$ cat src/rtl/nabp_pkg.sv
// Shared NABP constants and the sweep sequencer state encoding.
// The shifter and the angle LUT use the same sizing constants.
package nabp_pkg;

  localparam int NO_OF_ANGLES = 180;
  localparam int ANGLE_WIDTH  = 8;
  localparam int ACCU_WIDTH   = 16;

  typedef enum logic [3:0] {
    ST_IDLE,
    ST_LOOKUP,
    ST_LATCH,
    ST_FILL_KICK,
    ST_FILL_WAIT,
    ST_SHIFT_WAIT_PE,
    ST_SHIFT_KICK,
    ST_SHIFT_WAIT,
    ST_NEXT,
    ST_DONE
  } sweep_state_t;

endpackage

$ cat src/rtl/nabp_sweep_control.sv
// Per-projection sweep sequencer: LUT fetch, then fill/shift kick handshake per angle.
// Moore outputs; kick->fill_kick 3 cycles; stalls in SHIFT_WAIT_PE while pe_ready is low.
module nabp_sweep_control #(
  parameter int NO_OF_ANGLES = nabp_pkg::NO_OF_ANGLES,
  parameter int ANGLE_WIDTH  = nabp_pkg::ANGLE_WIDTH,
  parameter int ACCU_WIDTH   = nabp_pkg::ACCU_WIDTH
) (
  input  logic                   clk,
  input  logic                   reset,
  input  logic                   hs_kick,
  output logic                   hs_done,
  output logic                   hs_busy,
  output logic [ANGLE_WIDTH-1:0] lut_angle,
  input  logic [ACCU_WIDTH-1:0]  lut_accu_base,
  output logic [ACCU_WIDTH-1:0]  sc_accu_base,
  output logic                   sc_fill_kick,
  output logic                   sc_shift_kick,
  input  logic                   sc_fill_done,
  input  logic                   sc_shift_done,
  input  logic                   pe_ready,
  output logic [ANGLE_WIDTH-1:0] angle,
  output logic                   err_done
);

  import nabp_pkg::*;

  localparam logic [ANGLE_WIDTH-1:0] LAST_ANGLE = ANGLE_WIDTH'(NO_OF_ANGLES - 1);

  sweep_state_t state, state_nxt;
  logic         spurious_done;

  // A done pulse is only legal in its own wait state; anything else is a shifter protocol error.
  assign spurious_done = (sc_fill_done  && (state != ST_FILL_WAIT)) ||
                         (sc_shift_done && (state != ST_SHIFT_WAIT));

  always_ff @(posedge clk or posedge reset) begin
    if (reset) begin
      state        <= ST_IDLE;
      angle        <= '0;
      sc_accu_base <= '0;
      err_done     <= 1'b0;
    end else begin
      state <= state_nxt;
      if ((state == ST_IDLE) && hs_kick) begin
        angle <= '0;
      end else if ((state == ST_NEXT) && (angle != LAST_ANGLE)) begin
        angle <= angle + 1'b1;
      end
      if (state == ST_LATCH) begin
        sc_accu_base <= lut_accu_base;
      end
      if (spurious_done) begin
        err_done <= 1'b1;
      end
    end
  end

  always_comb begin
    state_nxt = state;
    case (state)
      ST_IDLE:          if (hs_kick) state_nxt = ST_LOOKUP;
      ST_LOOKUP:        state_nxt = ST_LATCH;
      ST_LATCH:         state_nxt = ST_FILL_KICK;
      ST_FILL_KICK:     state_nxt = ST_FILL_WAIT;
      ST_FILL_WAIT:     if (sc_fill_done) state_nxt = ST_SHIFT_WAIT_PE;
      ST_SHIFT_WAIT_PE: if (pe_ready) state_nxt = ST_SHIFT_KICK;
      ST_SHIFT_KICK:    state_nxt = ST_SHIFT_WAIT;
      ST_SHIFT_WAIT:    if (sc_shift_done) state_nxt = ST_NEXT;
      ST_NEXT:          state_nxt = (angle == LAST_ANGLE) ? ST_DONE : ST_LOOKUP;
      ST_DONE:          state_nxt = ST_IDLE;
      default:          state_nxt = ST_IDLE;
    endcase
  end

  assign lut_angle     = angle;
  assign hs_busy       = (state != ST_IDLE);
  assign hs_done       = (state == ST_DONE);
  assign sc_fill_kick  = (state == ST_FILL_KICK);
  assign sc_shift_kick = (state == ST_SHIFT_KICK);

endmodule
$ cat config.mk
export PLATFORM = sky130hd
export DESIGN_NAME = nabp_sweep_control
export DESIGN_NICKNAME = d
export VERILOG_FILES = /design/src/rtl/nabp_pkg.sv /design/src/rtl/nabp_sweep_control.sv
export SDC_FILE = /design/constraint.sdc
export NUM_CORES = 1
export LEC_CHECK = 0
export ABC_AREA = 1
export CORE_UTILIZATION = 35
export CTS_CLUSTER_SIZE = 25
export DETAILED_ROUTE_END_ITERATION = 7
export GPL_ROUTABILITY_DRIVEN = 0
export GPL_TIMING_DRIVEN = 0
export HOLD_SLACK_MARGIN = 0.05
export PLACE_DENSITY_LB_ADDON = 0.15
export SETUP_SLACK_MARGIN = 0.3
export SKIP_CTS_REPAIR_TIMING = 1
export SYNTH_ARGS = -nofsm -noshare
export SYNTH_HDL_FRONTEND = slang
export SYNTH_SLANG_ARGS = --single-unit
$ cat constraint.sdc
create_clock -name clk -period 1.9 [get_ports clk]
set_input_delay 0.38 -clock clk [delete_from_list [all_inputs] [get_ports clk]]
set_output_delay 0.38 -clock clk [all_outputs]
set_load 0.03 [all_outputs]
Yosys cells after proc, flatten, opt, wreduce, memory -nomap -nowiden
Index checks and enable logic that the tools add are counted.
{ "word_totals": {"reg_bits": 29, "output_inout_bits": 37, "elab_cells": 39} }
{ "op_classes": {"add_sub_neg": 1, "eq_ne": 17, "mux": 8, "reduce_logical": 9} }
{ "ops": {"columns": ["operator", "n"], "rows": [
  ["$pmux W4 S9", 1],
  ["$mux W4", 5],
  ["$eq A4 B3 Y1 const B", 4],
  ["$mux W8", 2],
  ["$add A8 B1 Y8 const B", 1],
  ["$eq A4 B2 Y1 const B", 2],
  ["$eq A4 B4 Y1 const B", 2],
  ["$eq A8 B8 Y1 const B", 1],
  ["$ne A2 B2 Y1 const B", 4],
  ["$ne A4 B3 Y1 const B", 2],
  ["$ne A8 B8 Y1 const B", 1],
  ["$eq A4 B1 Y1 const B", 1],
  ["$logic_and A1 B1 Y1", 4],
  ["$logic_not A4 Y1", 1],
  ["$reduce_and A4 Y1", 1],
  ["$reduce_bool A4 Y1", 1],
  ["$reduce_bool A2 Y1", 1],
  ["$logic_or A1 B1 Y1", 1]
]} }

Depth between registers and ports, before layout
Gate-level depths: netlist of run 1.
{ "logic_depth": {"word_depth": 4, "ltp_mapped": 8, "mapped_depth_nobuf": 8} }

Worst setup path before layout of run 1
OpenSTA, ideal clock, no wires.
{ "synth_path": {"kind": "reg2reg", "start": "register angle[0]", "end": "register angle[5]", "setup_ns": 0.118, "t_arrival_ns": 1.492, "path_slack_ns": 0.290, "stages_incl_launch_ff": 7, "synth_period_minus_slack_ns": 1.610, "cell_sequence": "dfrtp_1 ha_1 nand4_1 o21ai_2 nand2_1 nand2_1 nand2_1"} }
{ "synth_via": {"elab_chain_cells": 3} }
{ "synth_rtl": {"columns": ["element", "line_no", "text"], "rows": [
  ["from (decl)", "nabp_sweep_control.sv:21", "output logic [ANGLE_WIDTH-1:0] angle,"],
  ["from (signal assigned)", "nabp_sweep_control.sv:47", "angle <= angle + 1'b1;"],
  ["$add A8 B1 Y8 or $ne A8 B8 Y1 (tied branches)", "nabp_sweep_control.sv:47, nabp_sweep_control.sv:46", null],
  ["$mux W8 or $logic_and A1 B1 Y1 (tied branches)", "nabp_sweep_control.sv:46", "end else if ((state == ST_NEXT) && (angle != LAST_ANGLE)) begin"],
  ["$mux W8 or $reduce_bool A2 Y1 (tied branches)", null, null]
]} }
Several ways; a longest one is shown, not always the timed one. The select of a mux whose other input is x is not followed.
A chain may end at the register's enable or synchronous reset.

Final worst setup path of run 1
{ "layout_path": {"start": "register state[3]", "end": "output sc_fill_kick"} }
{ "layout_via": {"elab_chain_cells": 1} }
{ "layout_rtl": {"columns": ["element", "line_no", "text"], "rows": [
  ["from (decl)", "nabp_sweep_control.sv:29", "sweep_state_t state, state_nxt;"],
  ["from (signal assigned)", "nabp_sweep_control.sv:43", "state <= state_nxt;"],
  ["$eq A4 B2 Y1", "nabp_sweep_control.sv:78", "assign sc_fill_kick = (state == ST_FILL_KICK);"],
  ["to (decl)", "nabp_sweep_control.sv:16", "output logic sc_fill_kick,"]
]} }
No other way between the ends.

==> impl_metrics.toml, run 1 <==
[outcome]
status = "complete, no violations"

[power_and_ir_drop]
p_total_mw = 3.77
powerDensity_nw_per_um2 = 1530
p_leak_nw = 1.62
vdd_drop_max_mv = 0.893

[clock_tree]
clk_latency_ns = 0.28
cts.sink_count = 29
tritoncts = "yes"
cts_root_buf = "clkbuf_8"
cts.clk_slew.worst_paths_ns = 0.06
cts_buffers = 5
clock_path_buffers = 2
h-tree-depth = 2

[global_route]
grt_pass1_vias = 1240
grt_usage_pct = 14.6
grt-ovfl-total = 0
grt_pass1_wl_mm = 5.50
grt_max_degree = 30
antenna_found_initial = 0

[floorplanning]
rows = 24
die_x_um = 69.1
initial_core_util_pct = 36.2
core-area_um2 = 4350
die_height_um = 69.1
ioPinCount = 59
die-area_um2 = 4780

[synth]
ys_types = 24
yosys.area.top_type_share_pct = 46.0
synth_top_area_cell = "dfrtp_1"
ys_seq_area_share_pct = 46.0
synth_area_per_cell_um2 = 9.07
synth_nets = 197
netlist_area_um2 = 1580
synth_cells = 174
synth_warnings = 0
synthTopCellsByArea = "dfrtp_1 46%, nand2_1 11%, mux2_4 9.5%, nand3_1 6.7%, inv_1 4.5%"
ys_seq_elements = 29

[placement]
place_inst = 284
io_buffers = 58
dp_worst_setup_slack_ns = -0.0259
place_hpwl_mm = 2.40

[timing]
skew_ns = 0.00879
hold_slack_ns = 0.474
relSlewSlack_pct = 57.2
min_period_ns = 1.78
worst_pin_slew_ns = 0.640
period_share_pct = 93.9
drv_slew = 0
max_freq_mhz = 561
grt_setup_unrepaired = "true"
setup_viol = 0
final-hold-violation-count = 0
worst_slack_ns = 0.116

[route]
postRouteAntennaNets = 0
vias = 1347
dr.pass1.iters = 4
wl_mm = 3.37
viasPerCell = 4.57
drc_errors = 0
drt_iter0_drc = 56
wl_per_cell_um = 11.4

[cells_and_area]
area_growth_syn_to_layout_pct = 56.4
drive_gt1_share_pct = 21.4
diodes = 0
finalNonFillerCells = 295
fin_nets = 265

[setup_path]
path_class = "flop to output pin"
required_ns = 1.52
cp.arrival_ns = 1.40
end_kind = "output pin"
crit_path_start_kind = "flop"
worst-path-max-fanout = 5
rrSetupSlack_ns = 0.42

[job]
drv_cap = 0

[hold_path]
hold_class = "flop to flop"
-- flip-flops by register name, indices dropped and copies added, names as in the netlist --
signal        count
sc_accu_base     16
angle             8
state             4
err_done          1
-- cells in the final DEF, fill, tap and decap left out --
cell type and n:
o21bai_1 1, clkbuf_2 1, mux2_2 6, o21a_1 1, clkdlybuf4s50_1 21, ha_4 1, dfrtp_1 25, clkbuf_8 7
nand2_4 1, nor2_2 2, xnor2_1 1, nor2_1 12, xor2_1 2, inv_1 18, inv_2 1, clkinv_2 1
clkinvlp_4 1, o21ai_4 2, nand4_1 2, nand3_1 21, dfrtp_2 4, dlymetal6s2s_1 35, mux2_4 10, nand2_1 47
buf_12 1, and2_1 1, nor2_4 2, a21oi_1 1, nor3_1 2, o21ai_0 1, buf_4 12
-- stage by stage --
stage          area (um2)  setup TNS (ns)  utilization (%)
6_report             2470               0             56.7
3_5_place_dp         2220         -0.0259             51.1
5_1_grt              2470               0             56.7
4_1_cts              2330           -1.21             53.4
2_1_floorplan        1580               0                -
3_3_place_gp         2220         -0.0229             51.1
-- critical path, stage by stage (launching register included) --
cell and delay, ns:
dfrtp_1 0.44, nor2_2 0.26, nand2_1 0.11, inv_1 0.05
dlymetal6s2s_1 0.27
-- layer usage --
metal | vias up | global-route usage (%) | wire length (um)
met5 | - | 0 | 0
met4 | 0 | 6.80 | 47
met3 | 5 | 4.82 | 220
met2 | 47 | 22.4 | 1540
met1 | 612 | 18.6 | 1560
li1 | 683 | - | -
-- cell usage after synthesis --
cell      count
nand2_1      47
dfrtp_1      29
nand3_1      21
inv_1        19
nor2_1       13
mux2_4       10
buf_4         9
mux2_2        6
nand4_1       2
nor2_4        2
nor3_1        2
xor2_1        2
a21oi_1       1
and2_1        1
buf_12        1
ha_1          1
inv_2         1
nand2_4       1
nor2_2        1
o21a_1        1
o21ai_0       1
o21ai_2       1
o21bai_1      1
xnor2_1       1
-- final timing paths --
check                               from         endpoint  cells after the start
worst min-delay path            err_done         err_done                      2
min in group asynchronous          reset  sc_accu_base[6]                      2
worst max register to register  angle[0]         angle[3]                      6
max in group asynchronous          reset         angle[2]                      2
worst max-delay path            state[3]     sc_fill_kick                      4
worst min register to register  err_done         err_done                      2
-- power by group --
part | leakage, nW | internal (mW) | total [mW] | switching, mW
clock | 0.0542 | 0.327 | 0.550 | 0.224
sequential | 0.348 | 0.879 | 1.08 | 0.203
combinational | 1.21 | 0.977 | 2.14 | 1.16
total | 1.62 | 2.18 | 3.77 | 1.59
-- kinds of logic after synthesis --
logic type               synth area share, %
flip-flops                              46.0
adder cells (fa/ha/maj)                0.793
XOR/XNOR                                1.67
multiplexers                            13.8
AND/OR/NAND/NOR                         25.3
AO/OA/AOI/OAI                           2.14
buffers and inverters                   10.3
-- final cells by class --
type | instances | area (um2)
fill | 398 | 1890
sequential | 29 | 731
multi-input combinational | 116 | 728
timing repair buffer | 60 | 676
clock buffer | 7 | 96.3
buffer | 10 | 87.6
inverter | 20 | 78.8
tap | 52 | 65.1
clock inverter | 1 | 5.00
Note: power is estimated with default switching activity, not from simulation.
==> run 2, diff against run 1 <==
--- a/config.mk
+++ b/config.mk
@@ -7,4 +7,5 @@
 export LEC_CHECK = 0
 export ABC_AREA = 1
+export CAP_MARGIN = 20
 export CORE_UTILIZATION = 35
 export CTS_CLUSTER_SIZE = 25
==> constraint.sdc (replaced) <==
create_clock -name clk -period 1.9 [get_ports clk]
set_input_delay 0.38 -clock clk [delete_from_list [all_inputs] [get_ports clk]]
set_output_delay 0.38 -clock clk [all_outputs]
set_load 0.01 [all_outputs]
==> run 2 against run 1 <==
Effect of this change: power fell by 3.5%; final area rose by 5.3%; combinational power fell by 12%; die area stayed put; final cell count grew 5.4%; non-clock buffer count up 17; critical path depth grew 1.
==> impl_metrics.toml, run 2 (synthesized netlist as in run 1, its figures left out) <==
[cells_and_area]
diodes = 0
largest_reg_flops = 16
top_register = "sc_accu_base"
fin_nets = 281
utilization_pct = 59.7
largestRegisters = "sc_accu_base (16), angle (8), state (4)"
final_common_cell = "nand2_1"
area_growth_syn_to_layout_pct = 64.7
final_cell_mix = "45 x nand2_1, 32 x clkdlybuf4s50_1, 27 x buf_4, 24 x dlymetal6s2s_1, 21 x nand3_1"
fin_area_um2 = 2600
drive_gt1_share_pct = 29.3

[timing]
min_period_ns = 1.61
period_share_pct = 84.6
grt_setup_unrepaired = "true"
hold_slack_ns = 0.463
skew_ns = 0.00855
worst_pin_slew_ns = 0.686
drv_slew = 0
setup_viol = 0
final-hold-violation-count = 0
max_freq_mhz = 622
relSlewSlack_pct = 54.2

[route]
wl_mm = 3.66
vias = 1425
viasPerCell = 4.58
drc_errors = 0
drt_iter0_drc = 76
dr.pass1.iters = 4
wl_per_cell_um = 11.8
postRouteAntennaNets = 0

[setup_path]
path_buf_inv = 3
crit_path_start_kind = "flop"
path_class = "flop to output pin"
end_kind = "output pin"
path_cells = "inv_1 -> nor2_4 -> nand2_1 -> inv_1 -> dlymetal6s2s_1"
crit_slowest_cell = "dfrtp_2"
required_ns = 1.52
cp.arrival_ns = 1.23
max_stage_delay_ns = 0.42
crit_top_cell = "inv_1"
crit_family = "flip-flops"
worst-path-max-fanout = 5

[global_route]
antenna_found_initial = 0
grt_usage_pct = 15.4
grt-ovfl-total = 0
grt_pass1_wl_mm = 5.82
grt_max_degree = 17
grt_pass1_vias = 1289

[floorplanning]
die_height_um = 69.1
core-area_um2 = 4350
initial_core_util_pct = 36.2
die_x_um = 69.1
rows = 24
die-area_um2 = 4780
ioPinCount = 59

[power_and_ir_drop]
powerDensity_nw_per_um2 = 1400
vdd_drop_max_mv = 0.668
p_leak_nw = 1.61
p_total_mw = 3.64

[job]
drv_cap = 0

[clock_tree]
h-tree-depth = 2
clk_latency_ns = 0.29
cts.clk_slew.worst_paths_ns = 0.06
tritoncts = "yes"
cts_root_buf = "clkbuf_8"
clock_path_buffers = 2
cts.sink_count = 29
cts_buffers = 5

[outcome]
status = "complete, no violations"

[placement]
place_hpwl_mm = 2.46
placed_cell_area_um2 = 2250
io_buffers = 58

[hold_path]
hold_class = "flop to flop"
## run 2: stage by stage
stage	setup WS, ns	std cells	TNS, ns
2_1_floorplan	0.452	174	0
5_1_grt	0.210	311	0
4_1_cts	-0.201	293	-0.529
3_3_place_gp	0.104	284	0
6_report	0.293	311	0
3_5_place_dp	0.118	285	0
## run 2: tightest hold or removal path: stages (launching register included)
cell     delay, ns
dfrtp_1       0.34
a21oi_1       0.04
nand2_1       0.05
## run 2: area by class of cell
class                   instances  area (um2)
inverters                      20        75.1
clock inverters                 1        30.0
multi-input cells             115         724
plain buffers                  10        87.6
well taps                      52        65.1
flip-flops and latches         29         737
clock buffers                   7        86.3
fillers                       400        1760
repair buffers                 77         793
## run 2: per-layer routing
metal	up-vias	global-route usage, %	routed length, um
li1	712	-	-
met4	0	6.12	49
met1	660	19.9	1620
met3	5	5.99	225
met2	48	23.1	1760
met5	-	0	0
## run 2: path summary, 6_finish.rpt
kind                       slack [ns]          endpoint  cells after the start  startpoint
hold reg to reg                  0.46          err_done                      2    err_done
setup reg to reg                 0.40          angle[4]                      8    angle[6]
max in group asynchronous        0.87          state[3]                      3       reset
min in group asynchronous        0.49  sc_accu_base[14]                      2       reset
setup / recovery                 0.29     sc_shift_kick                      5    state[2]
hold / removal                   0.46          err_done                      2    err_done
## run 2: power by group
part	switching (mW)	internal (mW)	total [mW]	leakage, nW
clock	0.243	0.427	0.670	0.0585
sequential	0.206	0.885	1.09	0.341
combinational	0.792	1.09	1.88	1.21
==> run 3, diff against run 2 <==
Clock period 1.9 ns to 1.3 ns, I/O delays scaled along.
==> run 3 against run 2 <==
Effect of this change: the run now ends with negative setup slack left; via count rose by 7.5%; sequential power up 49%; clock power is 45% higher; global-route usage down 0.57 points; flip-flop and latch count did not move; first-iteration DRC count decreased by 3.9%; count of clock-buffer cells in the layout unchanged; largest cell class unchanged; largest power group unchanged; highest routed layer unchanged.
==> impl_metrics.toml, run 3 (synthesized netlist as in run 1, its figures left out) <==
[timing]
skew_ns = 0.00673
setup_viol = 26
drv_slew = 0
worst_slack_ns = -0.171
grt_setup_unrepaired = "true"
relSlewSlack_pct = 73.1
final-hold-violation-count = 0
period_share_pct = 113
max_freq_mhz = 680
min_period_ns = 1.47
worst_pin_slew_ns = 0.403

[cells_and_area]
utilization_pct = 63.3
drive_gt1_share_pct = 51.8
finalNonFillerCells = 330
area_growth_syn_to_layout_pct = 74.6
diodes = 0
final_common_cell = "nand2_1"
final_cell_mix = "42 x nand2_1, 33 x buf_4, 27 x buf_6, 21 x clkdlybuf4s50_1, 20 x buf_2"
top_register = "sc_accu_base"
fin_nets = 300
fillers = 352
largest_reg_flops = 16
largestRegisters = "sc_accu_base (16), angle (8), state (4)"

[outcome]
status = "finished, violations left"
violations = "negative setup slack"

[placement]
place_inst = 285
dp_worst_setup_slack_ns = -0.398
place_hpwl_mm = 2.47
io_buffers = 58

[setup_path]
cp.arrival_ns = 1.68
path_class = "flop to flop"
max_stage_delay_ns = 0.42
path_buf_inv = 1
crit_path_start_kind = "flop"
end_kind = "flop"
timing.rr.start = "angle[0]"
crit_start = "angle[0]"
crit_slowest_cell = "dfrtp_2"
path_cells = "ha_4 -> nand4_1 -> o21ai_4 -> buf_4 -> nand3_1 -> nand2_1"
required_ns = 1.51
worst-path-max-fanout = 5
crit_family = "flip-flops"

[clock_tree]
tritoncts = "yes"
cts.sink_count = 29
cts_root_buf = "clkbuf_8"
cts.clk_slew.worst_paths_ns = 0.07
clock_path_buffers = 2
clk_latency_ns = 0.27
h-tree-depth = 2
cts_buffers = 5

[global_route]
grt_pass1_wl_mm = 5.71
antenna_found_initial = 0
grt-ovfl-total = 0
grt_max_degree = 17
grt_pass1_vias = 1232
grt_usage_pct = 14.9

[route]
dr.pass1.iters = 4
wl_mm = 3.97
vias = 1532
viasPerCell = 4.64
wl_per_cell_um = 12.0
drt_iter0_drc = 73
drc_errors = 0
postRouteAntennaNets = 0

[floorplanning]
core-area_um2 = 4350
initial_core_util_pct = 36.2
die_height_um = 69.1
rows = 24
ioPinCount = 59
die-area_um2 = 4780
die_x_um = 69.1

[power_and_ir_drop]
vdd_drop_max_mv = 1.26
p_leak_nw = 1.46
powerDensity_nw_per_um2 = 2050

[hold_path]
hold_class = "input pin to async pin"

[job]
drv_cap = 0
[run 3: changes by cell type in the layout (fill, tap and decap cells not counted), sizes merged]
cell	previous run	this run
clkinvlp	0	1
clkbuf	8	7
buf	30	82
clkdlybuf4s50	32	21
o21ai	2	3
dlymetal6s2s	24	2
inv	20	19
[run 3: final timing paths]
kind | end | slack [ns] | depth (start not counted)
min in group clk | err_done | 0.46 | 2
hold reg to reg | err_done | 0.46 | 2
setup / recovery | angle[2] | -0.17 | 6
max in group asynchronous | state[2] | 0.57 | 3
hold / removal | sc_accu_base[1] | 0.32 | 2
setup reg to reg | angle[2] | -0.17 | 6
[run 3: report_power, final]
part           internal [mW]  total, mW  leakage [nW]  switching [mW]
Sequential              1.30       1.62         0.338           0.318
Combinational           1.76       3.07          1.06            1.31
Clock                  0.624      0.970        0.0585           0.345
[run 3: area by class of cell]
cell class                 count  area, um2  area share (%)
timing repair buffer          95        825            29.9
multi-input combinational    116        818            29.7
sequential                    29        739            26.8
buffer                        10        110            4.00
clock buffer                   7       86.3            3.13
inverter                      20       81.3            2.95
tap                           52       65.1            2.36
clock inverter                 1       30.0            1.09
[run 3: metal layers]
metal	GRT usage [%]	vias up	routed length (um)
met5	0	-	0
met4	4.08	0	20
met3	3.95	2	188
met2	23.4	40	1990
met1	20.1	728	1780
li1	-	762	-
[run 3: stage by stage]
stage / setup TNS, ns / instance area, um2 / total power, mW / hold WS, ns
after detailed placement: -3.35 / 2300 / 4.28 / 0.454
after global routing: -4.46 / 2760 / 6.05 / 0.377
after global placement: -14.19 / 2270 / 4.25 / 0.463
after floorplan: -0.0198 / 1630 / 3.19 / 0.338
after CTS: -11.05 / 2420 / 5.28 / 0.424
final: -2.94 / 2760 / 5.66 / 0.321
